**src/rtl/bcd_countdown_9675_pkg.sv**
```systemverilog
// Shared types and helpers for the BCD down-counter chain.
package bcd_cnt_pkg;

    typedef enum logic [1:0] {
        IDLE     = 2'd0,
        COUNTING = 2'd1,
        DONE     = 2'd2
    } state_e;

    localparam logic [3:0] BCD_MAX = 4'd9;

    function automatic logic is_bcd(input logic [3:0] nibble);
        return nibble <= BCD_MAX;
    endfunction

endpackage

```
**src/rtl/bcd_countdown_9675_digit.sv**
```systemverilog
// One BCD digit of the down-counter; wraps 0 -> 9 and borrows from the next digit up.
module bcd_down_digit
    import bcd_cnt_pkg::*;
#(
    parameter logic [3:0] RST_NIB = 4'd0
) (
    input  logic       clk,
    input  logic       rst,
    input  logic       load,
    input  logic [3:0] load_nib,
    input  logic       dec_in,
    output logic [3:0] digit,
    output logic       borrow_out
);

    logic [3:0] digit_q, digit_d;

    always_comb begin
        digit_d = digit_q;
        if (load) begin
            digit_d = load_nib;
        end else if (dec_in) begin
            digit_d = (digit_q == 4'd0) ? BCD_MAX : digit_q - 4'd1;
        end
    end

    always_ff @(posedge clk or posedge rst) begin
        if (rst) digit_q <= RST_NIB;
        else     digit_q <= digit_d;
    end

    assign digit      = digit_q;
    assign borrow_out = dec_in && (digit_q == 4'd0);

endmodule

```
**src/rtl/bcd_countdown_9675.sv**
```systemverilog
// BCD countdown timer: loads a start value, decrements per enabled tick, flags completion at zero.
module bcd_countdown_9675
    import bcd_cnt_pkg::*;
#(
    parameter int                        NUM_DIGITS  = 4,
    parameter logic [4*NUM_DIGITS-1:0]   START_VALUE = 16'h9675
) (
    input  logic                      clk,
    input  logic                      rst,
    input  logic                      ena,
    input  logic                      start,
    input  logic                      load,
    input  logic [4*NUM_DIGITS-1:0]   load_val,
    output logic [4*NUM_DIGITS-1:0]   Qdata,
    output logic                      busy,
    output logic                      done,
    output logic                      zero,
    output logic                      load_err
);

    localparam int W = 4 * NUM_DIGITS;
    localparam logic [W-1:0] ONE = W'(1);
    localparam logic ZERO_RST = (START_VALUE == '0);

    state_e          state_q, state_d;
    logic            done_q, done_d;
    logic            zero_q, zero_d;
    logic            load_err_q, load_err_d;
    logic [W-1:0]    qdata;
    logic            load_ok;
    logic            dig_load;
    logic [W-1:0]    dig_nib;
    logic            count_en;
    logic [NUM_DIGITS-1:0] dec_in, borrow;
    logic            underflow_unused;

    always_comb begin
        load_ok = 1'b1;
        for (int i = 0; i < NUM_DIGITS; i++) begin
            if (!is_bcd(load_val[4*i +: 4])) load_ok = 1'b0;
        end
    end

    // Qdata != 0 guard keeps the chain from ever wrapping below 0000.
    assign count_en = (state_q == COUNTING) && ena && !load && (qdata != '0);

    always_comb begin
        state_d    = state_q;
        done_d     = 1'b0;
        load_err_d = 1'b0;
        zero_d     = zero_q;
        dig_load   = 1'b0;
        dig_nib    = load_val;
        if (load) begin
            if (load_ok) begin
                dig_load = 1'b1;
                state_d  = IDLE;
                zero_d   = (load_val == '0);
            end else begin
                load_err_d = 1'b1;
            end
        end else begin
            case (state_q)
                IDLE: begin
                    if (start && (qdata != '0)) state_d = COUNTING;
                end
                COUNTING: begin
                    if (count_en && (qdata == ONE)) begin
                        state_d = DONE;
                        done_d  = 1'b1;
                        zero_d  = 1'b1;
                    end
                end
                DONE: begin
                    if (start) begin
                        dig_load = 1'b1;
                        dig_nib  = START_VALUE;
                        state_d  = (START_VALUE != '0) ? COUNTING : IDLE;
                        zero_d   = ZERO_RST;
                    end
                end
                default: state_d = IDLE;
            endcase
        end
    end

    always_ff @(posedge clk or posedge rst) begin
        if (rst) begin
            state_q    <= IDLE;
            done_q     <= 1'b0;
            zero_q     <= ZERO_RST;
            load_err_q <= 1'b0;
        end else begin
            state_q    <= state_d;
            done_q     <= done_d;
            zero_q     <= zero_d;
            load_err_q <= load_err_d;
        end
    end

    for (genvar i = 0; i < NUM_DIGITS; i++) begin : g_digit
        if (i == 0) begin : g_first
            assign dec_in[i] = count_en;
        end else begin : g_rest
            assign dec_in[i] = borrow[i-1];
        end
        bcd_down_digit #(
            .RST_NIB(START_VALUE[4*i +: 4])
        ) u_digit (
            .clk       (clk),
            .rst       (rst),
            .load      (dig_load),
            .load_nib  (dig_nib[4*i +: 4]),
            .dec_in    (dec_in[i]),
            .digit     (qdata[4*i +: 4]),
            .borrow_out(borrow[i])
        );
    end

    assign underflow_unused = borrow[NUM_DIGITS-1];

    assign Qdata    = qdata;
    assign busy     = (state_q == COUNTING);
    assign done     = done_q;
    assign zero     = zero_q;
    assign load_err = load_err_q;

endmodule
```
**config.mk**
```make
export PLATFORM = sky130hd
export DESIGN_NAME = bcd_countdown_9675
export DESIGN_NICKNAME = d
export VERILOG_FILES = /design/src/rtl/bcd_countdown_9675_pkg.sv /design/src/rtl/bcd_countdown_9675_digit.sv /design/src/rtl/bcd_countdown_9675.sv
export SDC_FILE = /design/constraint.sdc
export NUM_CORES = 1
export LEC_CHECK = 0
export ABC_AREA = 1
export CORE_ASPECT_RATIO = 1.25
export CORE_UTILIZATION = 49
export CTS_CLUSTER_SIZE = 40
export DETAILED_ROUTE_END_ITERATION = 7
export GPL_TIMING_DRIVEN = 0
export PLACE_DENSITY = 0.78
export SLEW_MARGIN = 15
export SYNTH_ARGS = -nofsm -noshare
export SYNTH_HDL_FRONTEND = slang
export SYNTH_HIERARCHICAL = 1
export SYNTH_SLANG_ARGS = --single-unit
```
**constraint.sdc**
```tcl
create_clock -name clk -period 2.4 [get_ports clk]
set_input_delay 0.48 -clock clk [delete_from_list [all_inputs] [get_ports clk]]
set_output_delay 0.48 -clock clk [all_outputs]
set_load 0.1 [all_outputs]
```
==> out/results.ini, run 1 <==
[run_status]
status=complete, no violations

[global_routing]
grt_start_max_net_pins=21
grt-busiest-layer=met2
grt_pass1_vias=1539
met3_usage_pct=2.58
grt_first_pass_wirelength_um=6590
antenna_found_initial=0
grt_use_met1_pct=31.1
grt_use_met2_pct=46.5
grt_overflow=0
grt_usage_pct=25.7

[setup_path]
path_buf_inv=1
slowest_delay_ns=1.14
worstPathArrival_ns=1.88
crit_chain=clkdlybuf4s50_1
regToRegEndpoint=g_digit[3].u_digit/digit[1]
cpMaxStageDelayCell=clkdlybuf4s50_1
setup.worst_path.start_class=flop
crit_path_start=g_digit[3].u_digit/digit[1]
timing.critical_path.to=Qdata[13]
reg2reg_from=g_digit[2].u_digit/digit[1]
reg2reg_depth=16
path_depth=1
path_class=reg2out
cp.required_ns=1.92
rrSetupSlack_ns=0.24
cp-end-kind=primary output
cpLargestDelayFamily=buffers and inverters
critPathMaxFanout=5

[die]
rows=22
core_area_um2=2970
die_w_um=52.4
ios=41
dieArea_um2=3410
die_height_um=65.0
start_util_pct=52.4

[timing]
rsz0062_at_grt=no
worst_pin_slew_ns=0.971
whs_ns=0.513
fmax_mhz=424
timing.final.setup_violations=0
period_share_pct=98.2
report.final.slew_viol_count=0
period_needed_ns=2.36
finalSetupTns_ns=0
clock_skew_ns=0.00385
finalHoldViolations=0
slew_headroom_pct=35.1

[cts]
cts_hold_buf=0
numClockSinks=21
htreeDepth=1
cts_setup_buffers=0
cts.clk_slew.worst_paths_ns=0.13
root_buffer=clkbuf_4
cts_made_buffers=3
cts_tree=yes
clock_latency_ns=0.30
cts_buffer_depth=2

[synth]
netlist_area_um2=1560
syn_avg_cell_area_um2=5.99
yosysWarnings=6
synth_fp_nets=281
syn_inst=260

[power_and_ir_drop]
p_per_area_nw_per_um2=1170
ir_worst_vdd_v=0.00171
p_leak_nw=1.13

[routing]
postRouteAntennaNets=0
dr.pass1.iters=5
wl_um=3990
viasPerCell=5.07
num_vias=1725
wire_per_inst_um=11.7
drcViolationCount=0
drt-initial-drc-count=51

[final_layout]
fillerInstances=268
final_layout_size_suffix_gt1_share_pct=15.5
mostFrequentLayoutCell=nand2_1
antenna_cells=0
mostFrequentLayoutCells=nand2_1, inv_1, nor2_1
area_delta_synth_final_pct=32.9
num-nets-final=326
stdcell_count=340

[job]
cap_violations=0

[placed_design]
io_buffers=40
gp_congestion=0.817
hpwl_um=3130
dp.cells=336

[worst_hold_path]
hold_path_class=in2async

[worst min path at each step]
stage | start | end
after floorplan | rst | g_digit[1].u_digit/digit[3]
after global placement | zero | zero
after detailed placement | zero | zero
after CTS | rst | g_digit[1].u_digit/digit[3]
after global routing | rst | g_digit[2].u_digit/digit[0]
final | rst | g_digit[2].u_digit/digit[0]
[metal layers]
layer  wire [um]  vias up  part of all wire (%)
met2        2040       63                    51
li1            -      882                     -
met1        1700      776                    43
met5           0        -                     0
met4          39        0                  0.98
met3         208        4                   5.2
[sequential cells by signal, indices dropped and copies added, names as in the netlist]
| name | cells |
|---|---|
| zero | 1 |
| state_q | 2 |
| g_digit.u_digit/digit | 16 |
| load_err | 1 |
| done | 1 |
[final cells by class]
class                           count  area (um^2)  share of cell area [%]
Buffer                              1         5.00                   0.242
Clock buffer                        3         22.5                    1.09
Clock inverter                      1         5.00                   0.242
Inverter                           46          173                    8.35
Multi-Input combinational cell    192          877                    42.4
Sequential cell                    21          546                    26.4
Tap cell                           36         45.0                    2.18
Timing Repair Buffer               40          395                    19.1
[power breakdown]
part	total, mW	internal [mW]	switching (mW)	leakage, nW
registers	0.691	0.521	0.170	0.238
logic	1.56	0.350	1.21	0.877
clock network	0.175	0.0621	0.113	0.0177
[per-stage QoR]
step           instance area (um^2)  total power [mW]  utilization [%]  setup WS [ns]
2_1_floorplan                  1590              1.93                -         0.0163
3_3_place_gp                   2040              2.28             68.6         -0.443
5_1_grt                        2070              2.56             69.6        0.00490
4_1_cts                        2060              2.43             69.1         0.0293
6_report                       2070              2.42             69.6         0.0420
3_5_place_dp                   2040              2.30             68.6         -0.491
[timing repair]
| action | CTS | global route |
|---|---|---|
| gates resized for setup | 11 | 4 |
| gates cloned | 0 | 0 |
| setup endpoints to repair | 22 | 14 |
| pin swaps | 0 | 0 |
Power figures use the tool's default switching activity.
==> run 2, diff against run 1 <==
--- a/config.mk
+++ b/config.mk
@@ -10,7 +10,6 @@
 export CORE_UTILIZATION = 49
 export CTS_CLUSTER_SIZE = 40
 export DETAILED_ROUTE_END_ITERATION = 7
-export GPL_TIMING_DRIVEN = 0
 export PLACE_DENSITY = 0.78
 export SLEW_MARGIN = 15
 export SYNTH_ARGS = -nofsm -noshare
==> out/results.ini, run 2 (synthesis results as in run 1) <==
[final_layout]
largest_register_ffs=16  ; unchanged
mostFrequentLayoutCells=nand2_1, inv_1, nor2_1
num-nets-final=330  ; +1.2%
antenna_cells=0  ; unchanged
design_area_um2=2060  ; -0.36%
area_delta_synth_final_pct=32.4
final_layout_size_suffix_gt1_share_pct=22.7  ; +7.3 points
mostFrequentLayoutCell=nand2_1

[power_and_ir_drop]
p_leak_nw=1.13  ; about the same
p_per_area_nw_per_um2=1190  ; +1.2%
ir_worst_vdd_v=0.00151  ; -11%

[routing]
viasPerCell=5.02  ; -1.1%
drt-initial-drc-count=48  ; -5.9%
wire_per_inst_um=11.2  ; -4.7%
dr.pass1.iters=4  ; -1
num_vias=1726  ; +0.058%
wl_um=3840  ; -3.6%
postRouteAntennaNets=0  ; unchanged
drcViolationCount=0  ; unchanged

[placed_design]
hpwl_um=3090  ; -1.4%
place_area_um2=2030  ; -0.25%
io_buffers=40  ; unchanged
gp_congestion=0.844  ; +3.3%

[global_routing]
grt_first_pass_wirelength_um=6220  ; -5.7%
grt_pass1_vias=1473  ; -4.3%
grt_start_max_net_pins=21  ; unchanged
grt_overflow=0  ; unchanged
grt_usage_pct=24.2  ; -1.5 points
antenna_found_initial=0  ; unchanged

[timing]
report.final.slew_viol_count=0  ; unchanged
period_share_pct=89.2  ; -9.1 points
clock_skew_ns=0.00152  ; -0.00233 ns
timing.final.setup_violations=0  ; unchanged
finalSetupTns_ns=0  ; unchanged
fmax_mhz=467  ; +10%
finalHoldViolations=0  ; unchanged
period_needed_ns=2.14  ; -0.218 ns
slew_headroom_pct=80.8  ; +46 points
rsz0062_at_grt=no
worst_pin_slew_ns=0.287  ; -0.684 ns

[die]
die_height_um=65.0  ; unchanged
ios=41  ; unchanged
die_w_um=52.4  ; unchanged
rows=22  ; unchanged
core_area_um2=2970  ; unchanged
start_util_pct=52.4  ; unchanged
dieArea_um2=3410  ; unchanged

[worst_hold_path]
hold_path_class=reg2reg

[setup_path]
path_common_cell=inv_2
critPathMaxFanout=6  ; +1
slowest_delay_ns=0.61  ; -0.53 ns
path_class=reg2reg
cp-end-kind=flop
worstPathArrival_ns=2.34  ; +0.46 ns
cp.required_ns=2.60  ; +0.68 ns
crit_chain=nor2_1 > nand2_1 > nor2_1 > nand2_1 > nand2_1 > inv_1 > inv_2 > nor2_4 > inv_2 > nor2_4 > inv_2 > nor2_4 > inv_2 > or2_0 > nand3_1 > nand3_1
cpMaxStageDelayCell=dfstp_2
setup.worst_path.start_class=flop

[cts]
cts_made_buffers=3  ; unchanged
cts_hold_buf=0  ; unchanged
ctsResizeCount=0  ; -11
clock_latency_ns=0.30  ; about the same
cts_setup_buffers=0  ; unchanged
numClockSinks=21  ; unchanged
root_buffer=clkbuf_4
cts_tree=yes
cts_buffer_depth=2  ; unchanged
htreeDepth=1  ; unchanged
cts.clk_slew.worst_paths_ns=0.12  ; about the same

[job]
cap_violations=0  ; unchanged

[run_status]
status=complete, no violations

[run 2: final cells by class]
cell class | instances | area [um^2]
inverter | 46 | 173
sequential | 21 | 546
timing repair buffer | 45 | 400
clock buffer | 3 | 22.5
clock inverter | 1 | 5.00
tap | 36 | 45.0
fill | 283 | 912
multi-input combinational | 192 | 870
[run 2: per-stage QoR]
step                      util, %  setup slack (ns)  instances  power [mW]  hold slack (ns)
after floorplan                 -            0.0163        260        1.93            0.244
after global placement       68.4            0.0509        340        2.27            0.463
after detailed placement     68.4           0.00163        340        2.27            0.465
after CTS                    69.3             0.283        344        2.45            0.496
after global routing         69.3            0.0696        344        2.57            0.514
final                        69.3             0.260        344        2.44            0.499
[run 2: final timing paths]
| check | startpoint | endpoint | slack [ns] | depth (start not counted) |
|---|---|---|---|---|
| max reg2reg | g_digit[1].u_digit/digit[0] | g_digit[3].u_digit/digit[1] | 0.26 | 16 |
| min in group asynchronous | rst | g_digit[2].u_digit/digit[3] | 0.57 | 2 |
| min reg2reg | zero | zero | 0.50 | 2 |
| max in group asynchronous | rst | g_digit[0].u_digit/digit[0] | 1.60 | 2 |
| max | g_digit[1].u_digit/digit[0] | g_digit[3].u_digit/digit[1] | 0.26 | 16 |
| min | zero | zero | 0.50 | 2 |
[run 2: worst max-delay path: cells and delay by family, from the launching register on]
family                 cells  cell delay, ns
DFF                        1            0.61
buffers and inverters      5            0.32
and+or+nand+nor           11            1.11
[run 2: metal layers]
metal  GRT usage [%]  share of wire, %
met3            2.58               4.1
met2            42.6                51
met1            29.8                44
met5               0                 0
met4            8.22              0.81
[run 2: power by group]
part           internal [mW]  switching (mW)  total, mW
Combinational          0.361            1.21       1.57
Clock                 0.0621           0.111      0.173
Sequential             0.522           0.178      0.699
